`config.mk`:
```
export PLATFORM = sky130hd
export DESIGN_NAME = div_share_ctrl
export DESIGN_NICKNAME = d
export VERILOG_FILES = /design/src/rtl/div_share_ctrl.sv
export SDC_FILE = /design/constraint.sdc
export NUM_CORES = 1
export LEC_CHECK = 0
export ABC_CLOCK_PERIOD_IN_PS = 2100
export BUFFER_PORTS_ARGS = -buffer_cell sky130_fd_sc_hd__buf_2
export CAP_MARGIN = 20
export CORE_MARGIN = 4
export CORE_UTILIZATION = 41
export CTS_CLUSTER_DIAMETER = 80
export DETAILED_ROUTE_END_ITERATION = 8
export GPL_TIMING_DRIVEN = 0
export PLACE_DENSITY = 0.76
export SLEW_MARGIN = 25
export SYNTH_ARGS = -nofsm -noshare
export SYNTH_HDL_FRONTEND = slang
export SYNTH_SLANG_ARGS = --single-unit
```
`constraint.sdc`:
```
create_clock -name clk -period 2.1 [get_ports clk]
set_input_delay 0.105 -clock clk [delete_from_list [all_inputs] [get_ports clk]]
set_output_delay 0.105 -clock clk [all_outputs]
set_load 0.02 [all_outputs]
```
`src/rtl/div_share_ctrl.sv`:
```
// div_share_ctrl: arbitrates NREQ requesters onto one shared combinational divider.
// Define ARB_RR_EN for round-robin arbitration; the default build uses fixed lowest-index priority.
module div_share_ctrl #(
  parameter int WIDTH = 8,
  parameter int NREQ  = 4,
  parameter int IDXW  = 2
) (
  input  logic                  clk,
  input  logic                  rst_n,
  input  logic [NREQ-1:0]       req_valid,
  output logic [NREQ-1:0]       req_ready,
  input  logic [NREQ*WIDTH-1:0] req_in1,
  input  logic [NREQ*WIDTH-1:0] req_in2,
  output logic [NREQ-1:0]       resp_valid,
  input  logic [NREQ-1:0]       resp_ready,
  output logic [WIDTH-1:0]      resp_quot,
  output logic                  resp_dbz,
  output logic [WIDTH-1:0]      div_a,
  output logic [WIDTH-1:0]      div_b,
  input  logic [WIDTH-1:0]      div_q,
  output logic                  busy,
  output logic [IDXW-1:0]       owner
);

  typedef enum logic [1:0] {IDLE, BUSY, RESP} state_e;

  state_e          state_q, state_d;
  logic [WIDTH-1:0] div_a_q, div_a_d;
  logic [WIDTH-1:0] div_b_q, div_b_d;
  logic [WIDTH-1:0] res_quot_q, res_quot_d;
  logic            res_dbz_q, res_dbz_d;
  logic [IDXW-1:0] owner_q, owner_d;

  logic            grant_vld;
  logic [IDXW-1:0] grant_idx;
  logic            owner_ready;

  logic [WIDTH-1:0] in1_arr [NREQ];
  logic [WIDTH-1:0] in2_arr [NREQ];

  generate
    for (genvar gi = 0; gi < NREQ; gi++) begin : g_unpack
      assign in1_arr[gi] = req_in1[gi*WIDTH +: WIDTH];
      assign in2_arr[gi] = req_in2[gi*WIDTH +: WIDTH];
    end
  endgenerate

`ifdef ARB_RR_EN
  logic [IDXW-1:0] rr_ptr_q, rr_ptr_d;
  logic            hi_vld;
  logic [IDXW-1:0] hi_idx, lo_idx;

  // Prefer the lowest valid index at or above rr_ptr; otherwise wrap to the lowest valid index.
  always_comb begin
    hi_vld    = 1'b0;
    hi_idx    = '0;
    lo_idx    = '0;
    grant_vld = 1'b0;
    for (int j = NREQ-1; j >= 0; j--) begin
      if (req_valid[j]) begin
        grant_vld = 1'b1;
        lo_idx    = IDXW'(j);
        if (j >= int'(rr_ptr_q)) begin
          hi_vld = 1'b1;
          hi_idx = IDXW'(j);
        end
      end
    end
    grant_idx = hi_vld ? hi_idx : lo_idx;
  end
`else
  always_comb begin
    grant_vld = 1'b0;
    grant_idx = '0;
    for (int j = NREQ-1; j >= 0; j--) begin
      if (req_valid[j]) begin
        grant_vld = 1'b1;
        grant_idx = IDXW'(j);
      end
    end
  end
`endif

  always_comb begin
    owner_ready = 1'b0;
    for (int j = 0; j < NREQ; j++) begin
      if (IDXW'(j) == owner_q) owner_ready = resp_ready[j];
    end
  end

  always_ff @(posedge clk) begin
    if (!rst_n) begin
      state_q    <= IDLE;
      div_a_q    <= '0;
      div_b_q    <= '0;
      res_quot_q <= '0;
      res_dbz_q  <= 1'b0;
      owner_q    <= '0;
`ifdef ARB_RR_EN
      rr_ptr_q   <= '0;
`endif
    end else begin
      state_q    <= state_d;
      div_a_q    <= div_a_d;
      div_b_q    <= div_b_d;
      res_quot_q <= res_quot_d;
      res_dbz_q  <= res_dbz_d;
      owner_q    <= owner_d;
`ifdef ARB_RR_EN
      rr_ptr_q   <= rr_ptr_d;
`endif
    end
  end

  always_comb begin
    state_d    = state_q;
    div_a_d    = div_a_q;
    div_b_d    = div_b_q;
    res_quot_d = res_quot_q;
    res_dbz_d  = res_dbz_q;
    owner_d    = owner_q;
`ifdef ARB_RR_EN
    rr_ptr_d   = rr_ptr_q;
`endif
    case (state_q)
      IDLE: begin
        if (grant_vld) begin
          for (int j = 0; j < NREQ; j++) begin
            if (IDXW'(j) == grant_idx) begin
              div_a_d = in1_arr[j];
              div_b_d = in2_arr[j];
            end
          end
          owner_d = grant_idx;
`ifdef ARB_RR_EN
          rr_ptr_d = (int'(grant_idx) == NREQ-1) ? '0 : IDXW'(grant_idx + 1'b1);
`endif
          state_d = BUSY;
        end
      end
      BUSY: begin
        // Zero divisor is detected locally; the divider's own output is don't-care then.
        res_dbz_d  = (div_b_q == '0);
        res_quot_d = res_dbz_d ? '1 : div_q;
        state_d    = RESP;
      end
      RESP: begin
        if (owner_ready) state_d = IDLE;
      end
      default: state_d = IDLE;
    endcase
  end

  always_comb begin
    req_ready  = '0;
    resp_valid = '0;
    busy       = (state_q != IDLE);
    for (int j = 0; j < NREQ; j++) begin
      if (rst_n && state_q == IDLE && grant_vld && IDXW'(j) == grant_idx) req_ready[j] = 1'b1;
      if (state_q == RESP && IDXW'(j) == owner_q) resp_valid[j] = 1'b1;
    end
  end

  assign div_a     = div_a_q;
  assign div_b     = div_b_q;
  assign resp_quot = res_quot_q;
  assign resp_dbz  = res_dbz_q;
  assign owner     = owner_q;

endmodule

```
==> metrics.cfg <==
[global_routing]
grt.total_usage=0.208
grt_pass1_vias=1819
overflow=0
grt_pass1_wl_mm=8.38
grt_max_degree=11
antenna_found_initial=0

[floorplanning]
dieArea_mm2=0.00514
start_util=0.438
die_h_um=71.7
row_count=22
core_mm2=0.00380
die_x_um=71.7
ios=118

[critical_path]
critical_path_arrival_ns=1.70
cp.required_ns=2.00
critPathCaptureType=output port
worstSetupStartpointType=register
cp-startpoint=state_q[0]
worst-path-max-fanout=7
r2r_start=state_q[0]
criticalPathCategory=register to output port

[pwr]
p_sw_mw=0.599
ir_worst_vdd_v=0.000450
power_frac_clock=0.364
p_int_mw=1.31
cellPowerDensity_mw_per_mm2=784
p_sw_frac=0.313
seq_power_share=0.343
leakage_nw=1.18
p_comb_frac=0.294

[route]
drtAntennaViolNets=0
vias_per_cell=5.23
dr.pass1.iters=4
drc_errors=0
vias=2024
wire_per_inst_um=14.1
wirelength_mm=5.46
drt_iter0_drc=85

[placement]
place_congestion=0.785
placed_area_mm2=0.00230
pre_cts_ws_ns=0.543
dp_hpwl_mm=4.24
port_buffers=116

[clock_tree]
postCtsSetupBuffers=0
cts_htree_levels=2
cts_root_buffer=clkbuf_8
cts.repair.resized=0
cts_buffer_depth=2
holdBufCountCts=0
cts_tree=yes
path_clk_slew_ns=0.07
numCtsBuffers=5
clock-sinks=29
worst_skew_pair.late_latency_ns=0.28

[logic_synthesis]
yosys.area.top_type=dfxtp_1
ys_types=33
synth_top_area_frac=0.349
syn_area_per_cell_um2=7.74
syn-num-nets=297
seq_area_frac_synth=0.349
ys_async_sr_fraction=0
netlist_area_mm2=0.00166
synth_seq_cells=29
yosysWarnings=0
netlist_top_cells_area=dfxtp_1, nand2_1, a221oi_1, o211ai_2, o22ai_1
synth_edf_count=0
netlist_instances=215
synth_flop_cell=dfxtp_1

[sta]
hold_viol_final=0
whs_ns=0.0494
rsz0062_at_grt=no
fmax_mhz=554
final_max_slew_viol_count=0
worst_slack_ns=0.297
min_period_ns=1.80
max_slew_margin=0.592
fin_worst_skew_ns=0.00328
tns_ns=0
period_share=0.859
setup_violations=0
worst_pin_slew_ns=0.611

[min_path]
holdCritPathClass=input port to register
min_from=div_q[0]

[status]
outcome=finished, final reports clean

[cells_and_area]
fillers=348
layout-area-overhead-vs-synth_pct=46.5
final_layout_size_suffix_gt1_frac=0.428
post-route-util=0.642
num_antenna_cells=0
stdcell_area_mm2=0.00244
fin_nets=420

[job]
max-cap-violations=0

-- layer usage --
metal / GRT usage / share of wire / wire (µm)
met1: 0.250 / 0.40 / 2180
met2: 0.336 / 0.46 / 2490
met3: 0.0884 / 0.13 / 724
met4: 0.0626 / 0.011 / 61
met5: 0 / 0 / 0
-- power by group through the flow --
stage,combinational (mW),clock [mW],sequential [mW]
2_1_floorplan,0.274,0,0.740
3_3_place_gp,0.555,0,0.665
3_5_place_dp,0.561,0,0.666
4_1_cts,0.564,0.701,0.655
5_1_grt,0.616,0.731,0.663
6_report,0.561,0.695,0.655
-- synth_stat cells (all sizes together), types with 3 or more instances --
cell type	number
clkbuf	11
o21ai	10
nor2b	4
o22ai	15
inv	3
nand2b	3
nor2	18
dfxtp	29
nand2	37
nor3	9
buf	9
a221oi	15
a21oi	18
o211ai	15
-- final cells by class --
type	count	area, µm²	area share
plain buffers	20	109	0.0446
well taps	48	60.1	0.0246
multi-input cells	163	963	0.395
inverters	3	11.3	0.00462
repair buffers	116	581	0.238
flip-flops and latches	29	581	0.238
clock inverters	3	65.1	0.0267
clock buffers	5	68.8	0.0282
-- critical path, cell delays in order, from the launching register on --
cell,delay [ns]
dfxtp_1,0.34
nor2_1,0.17
inv_1,0.12
a21oi_2,0.27
and2_1,0.19
and3_1,0.17
buf_2,0.17
-- kinds of logic after synthesis --
family,after synthesis,share of synthesized area
AO/OA/AOI/OAI,80,0.352
buffers and inverters,23,0.0722
flip-flops,29,0.349
multiplexers,1,0.00602
AND/OR/NAND/NOR,82,0.221
-- path summary, 6_finish.rpt --
path / slack (ns) / cells after the start / endpoint
setup / recovery: 0.30 / 6 / req_ready[2]
hold / removal: 0.05 / 3 / resp_quot[0]
setup reg to reg: 0.50 / 6 / div_b[0]
hold reg to reg: 0.45 / 2 / resp_dbz
-- registers in the layout, indices dropped and copies added (netlist names) --
name,cells
state_q,2
div_a,8
owner,2
resp_dbz,1
div_b,8
resp_quot,8
-- layout by cell type (no fill, tap or decap), drive strengths merged --
cell,instances
a311oi,1
o211ai,15
nand2,37
a221oi,15
nor3b,1
o221a,1
o221ai,1
and3,2
clkbuf,16
dfxtp,29
nor3,9
o21ai,10
inv,3
mux2i,1
or4,2
clkinv,1
bufinv,2
o21bai,1
buf,125
a21boi,2
nand2b,3
or2,2
and2,2
nor2b,4
a21oi,18
nand3,2
nor2,18
o22ai,15
o21a,1
-- through the flow --
step,std cells,power [mW]
2_1_floorplan,215,1.01
3_3_place_gp,379,1.22
3_5_place_dp,379,1.23
4_1_cts,387,1.92
5_1_grt,387,2.01
6_report,387,1.91
No activity file was read; power rests on OpenSTA's default activity.
